## src/rtl/eth_mii_rx.sv

```systemverilog
// MII receive deframer: strips preamble/SFD, assembles bytes, checks FCS and frame length.
// Latency: byte out one cycle after its high nibble, status one cycle after RXDV falls; no backpressure.
module eth_mii_rx #(
    parameter int MIN_LEN = 64,
    parameter int MAX_LEN = 1518
) (
    input  logic        CLK,
    input  logic        RSTN,
    input  logic [3:0]  ETH_RXD,
    input  logic        ETH_RXDV,
    input  logic        ETH_RXER,
    output logic [7:0]  rx_data,
    output logic        rx_valid,
    output logic        rx_sof,
    output logic        rx_eof,
    output logic        rx_crc_ok,
    output logic        rx_err,
    output logic [10:0] rx_len,
    output logic        rx_busy
);
    localparam logic [1:0]  S_IDLE = 2'd0;
    localparam logic [1:0]  S_PRE  = 2'd1;
    localparam logic [1:0]  S_DATA = 2'd2;
    localparam logic [1:0]  S_DROP = 2'd3;
    localparam logic [31:0] CRC_RESIDUE = 32'hDEBB20E3;
    localparam logic [10:0] MIN_L = 11'(MIN_LEN);
    localparam logic [10:0] MAX_L = 11'(MAX_LEN);
    localparam logic [10:0] LEN_SAT = 11'h7FF;

    function automatic logic [31:0] crc_byte(input logic [31:0] c, input logic [7:0] d);
        logic [31:0] r;
        r = c;
        for (int i = 0; i < 8; i++) begin
            if (r[0] ^ d[i]) r = {1'b0, r[31:1]} ^ 32'hEDB88320;
            else             r = {1'b0, r[31:1]};
        end
        return r;
    endfunction

    logic [1:0]  state_q, state_d;
    logic        phase_q, phase_d;
    logic [3:0]  low_q, low_d;
    logic [31:0] crc_q, crc_d;
    logic [10:0] cnt_q, cnt_d;
    logic        first_q, first_d;
    logic        rxer_seen_q, rxer_seen_d;
    logic [7:0]  data_q, data_d;
    logic        valid_q, valid_d;
    logic        sof_q, sof_d;
    logic        eof_q, eof_d;
    logic        crc_ok_q, crc_ok_d;
    logic        err_q, err_d;
    logic [10:0] len_q, len_d;
    logic [7:0]  byte_c;
    logic        crc_good_c;

    always_comb begin
        state_d     = state_q;
        phase_d     = phase_q;
        low_d       = low_q;
        crc_d       = crc_q;
        cnt_d       = cnt_q;
        first_d     = first_q;
        rxer_seen_d = rxer_seen_q;
        data_d      = data_q;
        valid_d     = 1'b0;
        sof_d       = 1'b0;
        eof_d       = 1'b0;
        crc_ok_d    = crc_ok_q;
        err_d       = err_q;
        len_d       = len_q;
        byte_c      = {ETH_RXD, low_q};
        crc_good_c  = (crc_q == CRC_RESIDUE);

        case (state_q)
            S_IDLE: if (ETH_RXDV) state_d = S_PRE;
            S_PRE: begin
                if (!ETH_RXDV)            state_d = S_IDLE;
                else if (ETH_RXER)        state_d = S_DROP;
                else if (ETH_RXD == 4'h5) state_d = S_PRE;
                else if (ETH_RXD == 4'hD) begin
                    state_d     = S_DATA;
                    phase_d     = 1'b0;
                    crc_d       = 32'hFFFFFFFF;
                    cnt_d       = 11'd0;
                    first_d     = 1'b1;
                    rxer_seen_d = 1'b0;
                end
                else                      state_d = S_DROP;
            end
            S_DATA: begin
                if (!ETH_RXDV) begin
                    // Status is taken from the registered state, which already includes the last byte.
                    state_d  = S_IDLE;
                    eof_d    = 1'b1;
                    crc_ok_d = crc_good_c;
                    err_d    = !crc_good_c || rxer_seen_q || phase_q ||
                               (cnt_q < MIN_L) || (cnt_q > MAX_L);
                    len_d    = cnt_q;
                end else begin
                    if (ETH_RXER) rxer_seen_d = 1'b1;
                    if (!phase_q) begin
                        low_d   = ETH_RXD;
                        phase_d = 1'b1;
                    end else begin
                        phase_d = 1'b0;
                        data_d  = byte_c;
                        valid_d = 1'b1;
                        sof_d   = first_q;
                        first_d = 1'b0;
                        crc_d   = crc_byte(crc_q, byte_c);
                        if (cnt_q != LEN_SAT) cnt_d = cnt_q + 11'd1;
                    end
                end
            end
            default: if (!ETH_RXDV) state_d = S_IDLE;
        endcase
    end

    always_ff @(posedge CLK) begin
        if (!RSTN) begin
            state_q     <= S_IDLE;
            phase_q     <= 1'b0;
            low_q       <= 4'd0;
            crc_q       <= 32'd0;
            cnt_q       <= 11'd0;
            first_q     <= 1'b0;
            rxer_seen_q <= 1'b0;
            data_q      <= 8'd0;
            valid_q     <= 1'b0;
            sof_q       <= 1'b0;
            eof_q       <= 1'b0;
            crc_ok_q    <= 1'b0;
            err_q       <= 1'b0;
            len_q       <= 11'd0;
        end else begin
            state_q     <= state_d;
            phase_q     <= phase_d;
            low_q       <= low_d;
            crc_q       <= crc_d;
            cnt_q       <= cnt_d;
            first_q     <= first_d;
            rxer_seen_q <= rxer_seen_d;
            data_q      <= data_d;
            valid_q     <= valid_d;
            sof_q       <= sof_d;
            eof_q       <= eof_d;
            crc_ok_q    <= crc_ok_d;
            err_q       <= err_d;
            len_q       <= len_d;
        end
    end

    assign rx_data   = data_q;
    assign rx_valid  = valid_q;
    assign rx_sof    = sof_q;
    assign rx_eof    = eof_q;
    assign rx_crc_ok = crc_ok_q;
    assign rx_err    = err_q;
    assign rx_len    = len_q;
    assign rx_busy   = (state_q != S_IDLE);
endmodule

```

## config.mk

```make
export PLATFORM = sky130hd
export DESIGN_NAME = eth_mii_rx
export DESIGN_NICKNAME = d
export VERILOG_FILES = /design/src/rtl/eth_mii_rx.sv
export SDC_FILE = /design/constraint.sdc
export NUM_CORES = 1
export LEC_CHECK = 0
export ABC_CLOCK_PERIOD_IN_PS = 2600
export CAP_MARGIN = 20
export CELL_PAD_IN_SITES_DETAIL_PLACEMENT = 0
export CELL_PAD_IN_SITES_GLOBAL_PLACEMENT = 1
export CORE_AREA = 2 2 94 96
export DETAILED_ROUTE_END_ITERATION = 10
export DIE_AREA = 0 0 96 98
export PLACE_DENSITY = 0.88
export SYNTH_ARGS = -nofsm -noshare
export SYNTH_HDL_FRONTEND = slang
export SYNTH_SLANG_ARGS = --single-unit
```

## constraint.sdc

```tcl
create_clock -name CLK -period 2.6 [get_ports CLK]
set_clock_uncertainty 0.05 [all_clocks]
set_input_delay 0.26 -clock CLK [delete_from_list [all_inputs] [get_ports CLK]]
set_output_delay 0.26 -clock CLK [all_outputs]
set_load 0.1 [all_outputs]
```

[Yosys cells after proc, flatten, opt, wreduce, memory -nomap -nowiden]
Cells that the tools add are included.
Word-level totals
  input bits: 8
  output and inout bits: 25
  memory bits (read-only): 0
  bits in latches: 0
  register bits: 76
  bits in writable memories: 0
  memories: 0
  logic and storage cells: 140
Operators by class
  multiply operators: 0
  eq/ne operators: 16
  add/subtract/negate cells: 1
  shift operators: 0
  bitwise gates (word level): 18
  $lt $le $gt $ge: 2
  muxes and demuxes: 70
  divide/modulo/power cells: 0
  reductions and logical operators: 19
Operators by type and width (number)
  $mux 32: 35
  $not 13->14: 8
  $mux 11: 7
  $pmux 32 s2: 1
  $eq 32x32->1 const B: 1
  $pmux 11 s2: 1
  $ne 2x2->1 const B: 9
  $mux 1: 17
  $reduce_and 7->1: 2
  $add 11x1->11 const B: 1
  $gt 11x11->1 const B: 1
  $lt 11x7->1 const B: 1
  $ne 11x11->1 const B: 1
  $mux 2: 5
  $reduce_and 3->1: 3
  $reduce_and 8->1: 1
  $xor 1x1->1: 8
  $pmux 1 s2: 3
  $reduce_and 2->1: 3
  $reduce_and 6->1: 1
  $eq 4x3->1 const B: 1
  $eq 4x4->1 const B: 1
  $logic_or 1x1->1: 4
  $pmux 2 s2: 1
  8 further kinds: 10

[Depth between registers and ports, before layout]
  depth in word-level cells: 40
  gate-level depth with buffers: 8

[Worst setup path before layout]
No wires, ideal clock.
  path kind: reg2reg
  start: register low_q[0]
  end: register crc_q[19]
  data required time: 2.421 ns
  path slack: 0.628 ns
  cell stages (with the launch flop): 6
  arrival time: 1.793 ns
  path through: dfxtp_1 xnor2_4 xor3_2 xnor3_2 xnor2_1 a21oi_1
Between the ends
  cells in the longest elaborated chain, start to end: 38
  elaborated cells on any way between the ends: 39
  those cells by class: 32 x mux; 7 x bitwise
Ends and longest elaborated chain
  start, declared: line 42  | logic [3:0] low_q, low_d;
  start signal, assigned: line 139  | low_q <= low_d;
  $xor 1x1->1 *: line 34  | if (r[0] ^ d[i]) r = {1'b0, r[31:1]} ^ 32'hEDB88320;
  $mux 32 *: line 34
  $mux 32 *: line 102  | if (!phase_q) begin
  $mux 32 *: line 92  | if (!ETH_RXDV) begin
  $mux 32 *: line 75  | case (state_q)
  $mux 32 *: line 34
  $mux 32 *: line 102
  $mux 32 *: line 92
  [... 22 more ...]
  $mux 32 *: line 102
  $mux 32 *: line 92
  $mux 32 *: line 75
  $not 13->14 (no line)
  $mux 32 *: line 34
  $mux 32 *: line 102
  $mux 32 *: line 92
  $pmux 32 s2 *: line 75
  end signal, assigned: line 140  | crc_q <= crc_d;
  end, declared: line 43  | logic [31:0] crc_q, crc_d;
Every way passes the cells marked *; elsewhere a longest branch is shown, timed or not. The select of a mux whose other input is x is not followed.
A chain may end at the register's enable or synchronous reset.

[Worst setup path in the final report]
  start: input port ETH_RXD[2]
  end: register crc_q[22]
Between the ends
  cells in the longest elaborated chain, start to end: 9
  elaborated cells on any way between the ends: 14
  those cells by class: 4 x eq/ne; 8 x mux; 1 x bitwise; 1 x reduce/logical
Ends and longest elaborated chain
  start, declared: line 9  | input logic [3:0] ETH_RXD,
  $xor 1x1->1: line 34
  $mux 32: line 34
  $mux 32: line 102
  $mux 32: line 92
  $mux 32: line 75
  $mux 32: line 34
  $mux 32: line 102
  $mux 32: line 92
  $pmux 32 s2: line 75
Several ways; a longest one is shown, not always the timed one. The select of a mux whose other input is x is not followed.

==> metrics list <==
* Setup Viol. Count Final: 0
* PD cells: 570.8 nW/um2
* Clock edge transition at the registers on the reported setup and hold paths: 80 ps
- Leakage component of the power: 1.609 nW
- Derived from the worst setup path, the maximum achievable clock frequency is 458.8 MHz.
- DIE HEIGHT: 98 um
- Hold_buf cts: 0
- Reg2Reg Depth: 5
- Detailed-route wire length per cell: 15.74 um
- Sequential cell area fraction in the yosys report: 40.90%
- In this run the worst path has a maximum fanout of 3.
* Routed metal-1 wirelength: 3.732 mm
- Detailed placement ended at an HPWL of 5.871 mm.
* Time the final worst path needs with I/O delays and setup: 2179 ps
- The flow ran to the end, and the final reports show no timing, DRC or antenna violations.
* Footprint of the multi-input gates: 2093 um2
* Final-stage net count: 425
- The initial antenna violation count came to 0.
* Vias: 2846
- Core outline area: 8466 um2
- The floorplan has 34 rows.
- Counting both buffers and inverters, the worst setup path holds a total of 1.
- CP endpoint kind: flip-flop
* Maximum Capacitance Violations: 0
* Max Buffers Root-to-Sink: 2
- The H-tree was split into 3 levels.
- Total area of sequential cells: 1521 um2
- Post-CTS timing repair inserted 0 buffers for setup.
- Synthesis inferred 76 register bits.
- Hold violation total from the final report: 0
* Data arrival, critical path: 2360 ps
* # fillers: 756
* Number of global-route vias before repair: 2817
- Data on the critical path is required at its endpoint by 2780 ps.
* Slowest Stage Delay on Critical Path: 550 ps
- Logic depth of the worst path, buffers included: 6
* Relative contribution of combinational cells to total power: 9.7%
* Endpoint of the lowest-slack register-to-register path: crc_q[22]
- The library cell used most frequently in the layout, excluding fill and tap cells, is sky130_fd_sc_hd__dfxtp_1.
- Of the total power, registers draw 47.2%.
* Unrepaired setup endpoints after global routing: false
- Highest metal layer with signal wires: met4
- Violation count after the first detailed-routing iteration: 198
- Top-level I/O count: 33
* Max VDD drop: 0.3054 mV
- Global routing finished with a remaining overflow of 0.
- Counting every net in the synthesized netlist gives 388.
- The die covers 9408 um2.
* DIE WIDTH: 96 um
- During synthesis, Yosys emitted a total of 0 warnings.
- Actual slew at the worst max-slew pin: 758.7 ps
- The clock network accounts for 43.0% of the total power.
- In the global route stage, overall resource usage came out at 18.93%.
- Number of max-slew violations in the final report: 0
- For this run, the detailed router's first-pass iteration total came to 4.
* CTS Root Buffer Type: sky130_fd_sc_hd__clkbuf_8
- Post-Route Hold Slack: 397.4 ps
- Summed over all failing endpoints, the final setup total negative slack is 0 ps.
- In this run the remaining antenna-violating nets after routing total 0.
- In the finished design, the share of the clock period the worst path needs comes to 83.82%.
- Gates resized during post-CTS repair numbered 0.
* Share of layout cells above drive strength 1: 19.52%
- Count of unresolved DRC violations after routing: 0
- The initial utilization of the core area, before any placement, comes to 43.94%.
* Maximum number of pins on one net before global-route repair: 38
- Number of buffers created by CTS: 9
* Number of distinct standard cells referenced by the synthesized netlist: 48
- Buffers placed on the I/O ports in this run total 32.
* Sw Pwr: 0.0005705 W
* Setup Crit Path Kind: in2reg
- 0 antenna diodes ended up in the layout.
- Worst flop-to-flop path startpoint: low_q[0]
- In this run the worst setup path begins at ETH_RXD[2].
- Switching fraction of total power: 22.92%
* Setup slack after layout: 420.6 ps
- Vias per cell: 5.390
- Worst slack, placed: 89.84 ps
- Worst slew margin: 49.00%
- Cell family contributing the most delay on the critical path: XOR/XNOR gates
- TritonCTS built the clock tree.
* Met2 wirelength from detailed routing: 4.036 mm
- The worst register-to-register path has a setup slack of 430 ps.
* Tightest Hold Check Type: in2reg
- Number of instances in the synthesized netlist: 379
- Cell area after synthesis: 3720 um2
- Detailed routing placed a total of 329 um of wire on met3.
* Clock latency at the later pin of the worst-skew pair: 350 ps
- The slowest stage of the critical path is the sky130_fd_sc_hd__xor3_2 cell.
- Internal: 0.001919 W
* Layout-stage area growth over the synthesis result: 17.26%
* Total wire length after detailed routing: 8.312 mm
- STA classifies the critical path startpoint as a primary input.
* Post-Syn Area per Cell: 9.815 um2
* Capturing element of the worst setup path: crc_q[22]
- The first global-routing pass estimated 13.94 mm of wire.
- For this design, the sink count on the clock tree is 76.
* Final RePlAce weighted congestion: 0.8748
- Commonest cells after routing, fill and taps aside: sky130_fd_sc_hd__dfxtp_1 (76), sky130_fd_sc_hd__nand2_1 (50), sky130_fd_sc_hd__xnor2_1 (48)
- The critical path goes through clkdlybuf4s50_1 -> xnor2_4 -> xor3_2 -> xnor3_2 -> xnor2_1 -> a21oi_1.
registers in the layout, summed over array words and instances, names as in the netlist, 2 cells and up:
| signal | cells |
|---|---|
| low_q | 4 |
| state_q | 2 |
| rx_len | 11 |
| crc_q | 32 |
| rx_data | 8 |
| cnt_q | 11 |
per-layer routing:
| layer | global-route usage [%] | vias up |
|---|---|---|
| met5 | 0 | - |
| met4 | 7.582 | 0 |
| met3 | 4.321 | 20 |
| met2 | 29.86 | 64 |
| met1 | 24.87 | 1360 |
| li1 | - | 1402 |
worst min-delay path by stage:
stage,from,endpoint,slack (ps),cells after the start
floorplan,ETH_RXD[3],state_q[0],320,1
global placement,rxer_seen_q,rxer_seen_q,400,2
detailed placement,rx_len[1],rx_len[1],410,2
CTS,RSTN,crc_q[14],400,2
global route,RSTN,crc_q[14],420,2
finish,RSTN,crc_q[14],400,2
through the flow:
| stage | total power, W | cells | area (um2) | utilization, % |
|---|---|---|---|---|
| floorplan | 0.001384 | 379 | 3720 | - |
| global placement | 0.001441 | 513 | 4131 | 48.80 |
| detailed placement | 0.001444 | 513 | 4131 | 48.80 |
| CTS | 0.002513 | 528 | 4362 | 51.52 |
| global route | 0.002571 | 528 | 4362 | 51.52 |
| finish | 0.002489 | 528 | 4362 | 51.52 |
power groups by stage:
stage | logic (W) | clock network (W) | registers, W
2_1_floorplan | 0.000179 | 0 | 0.00121
3_3_place_gp | 0.000238 | 0 | 0.00120
3_5_place_dp | 0.000240 | 0 | 0.00120
4_1_cts | 0.000243 | 0.00109 | 0.00118
5_1_grt | 0.000260 | 0.00113 | 0.00118
6_report | 0.000242 | 0.00107 | 0.00118
worst reg2reg max path, cell delays in order, from the launching register on:
cell,delay (ps)
sky130_fd_sc_hd__dfxtp_1,380
sky130_fd_sc_hd__xnor2_4,420
sky130_fd_sc_hd__xor3_2,490
sky130_fd_sc_hd__xnor3_2,410
sky130_fd_sc_hd__xnor2_1,180
sky130_fd_sc_hd__a21oi_1,100
synth_stat cells, drive strengths merged:
cell | n | area share, %
a21bo | 1 | 0.27
nand3b | 2 | 0.40
nand2b | 4 | 0.67
or4 | 1 | 0.20
a31oi | 1 | 0.17
o21ai | 23 | 3.1
and4b | 3 | 0.81
xnor3 | 3 | 1.8
nor2b | 1 | 0.17
o211ai | 1 | 0.20
nand2 | 50 | 5.0
nor4b | 4 | 0.94
nor4 | 4 | 0.84
a31o | 1 | 0.24
and4 | 1 | 0.24
o221a | 13 | 3.9
or2 | 1 | 0.17
xor3 | 1 | 0.67
clkbuf | 19 | 2.2
buf | 1 | 0.30
xnor2 | 54 | 15
and3 | 2 | 0.34
or3 | 1 | 0.17
a41oi | 2 | 0.47
nor4bb | 3 | 0.81
dlygate4sd1 | 1 | 0.24
ha | 1 | 0.34
or4b | 1 | 0.27
nor3 | 5 | 0.67
a21boi | 26 | 5.2
nor2 | 15 | 1.5
nand4 | 5 | 0.84
a21o | 1 | 0.20
a21oi | 18 | 2.4
o211a | 5 | 1.3
nor3b | 1 | 0.20
a311oi | 1 | 0.24
and2 | 2 | 0.34
nand3 | 6 | 0.81
dfxtp | 76 | 41
xor2 | 17 | 5.0
inv | 1 | 0.10
cell type report:
type | count | area share (%)
inverter | 1 | 0.08606
multi-input combinational | 281 | 47.99
tap | 108 | 3.098
clock inverter | 4 | 2.266
timing repair buffer | 47 | 8.663
clock buffer | 11 | 3.012
sequential | 76 | 34.88
logic make-up after synthesis:
| family | share of synthesized area, % |
|---|---|
| adders and majority gates | 0.3363 |
| buffers and inverters | 2.825 |
| AOI/OAI and AO/OA | 17.83 |
| xor gates and xnor gates | 22.67 |
| and+or+nand+nor | 15.44 |
| DFF | 40.90 |
Power figures use the tool's default switching activity.
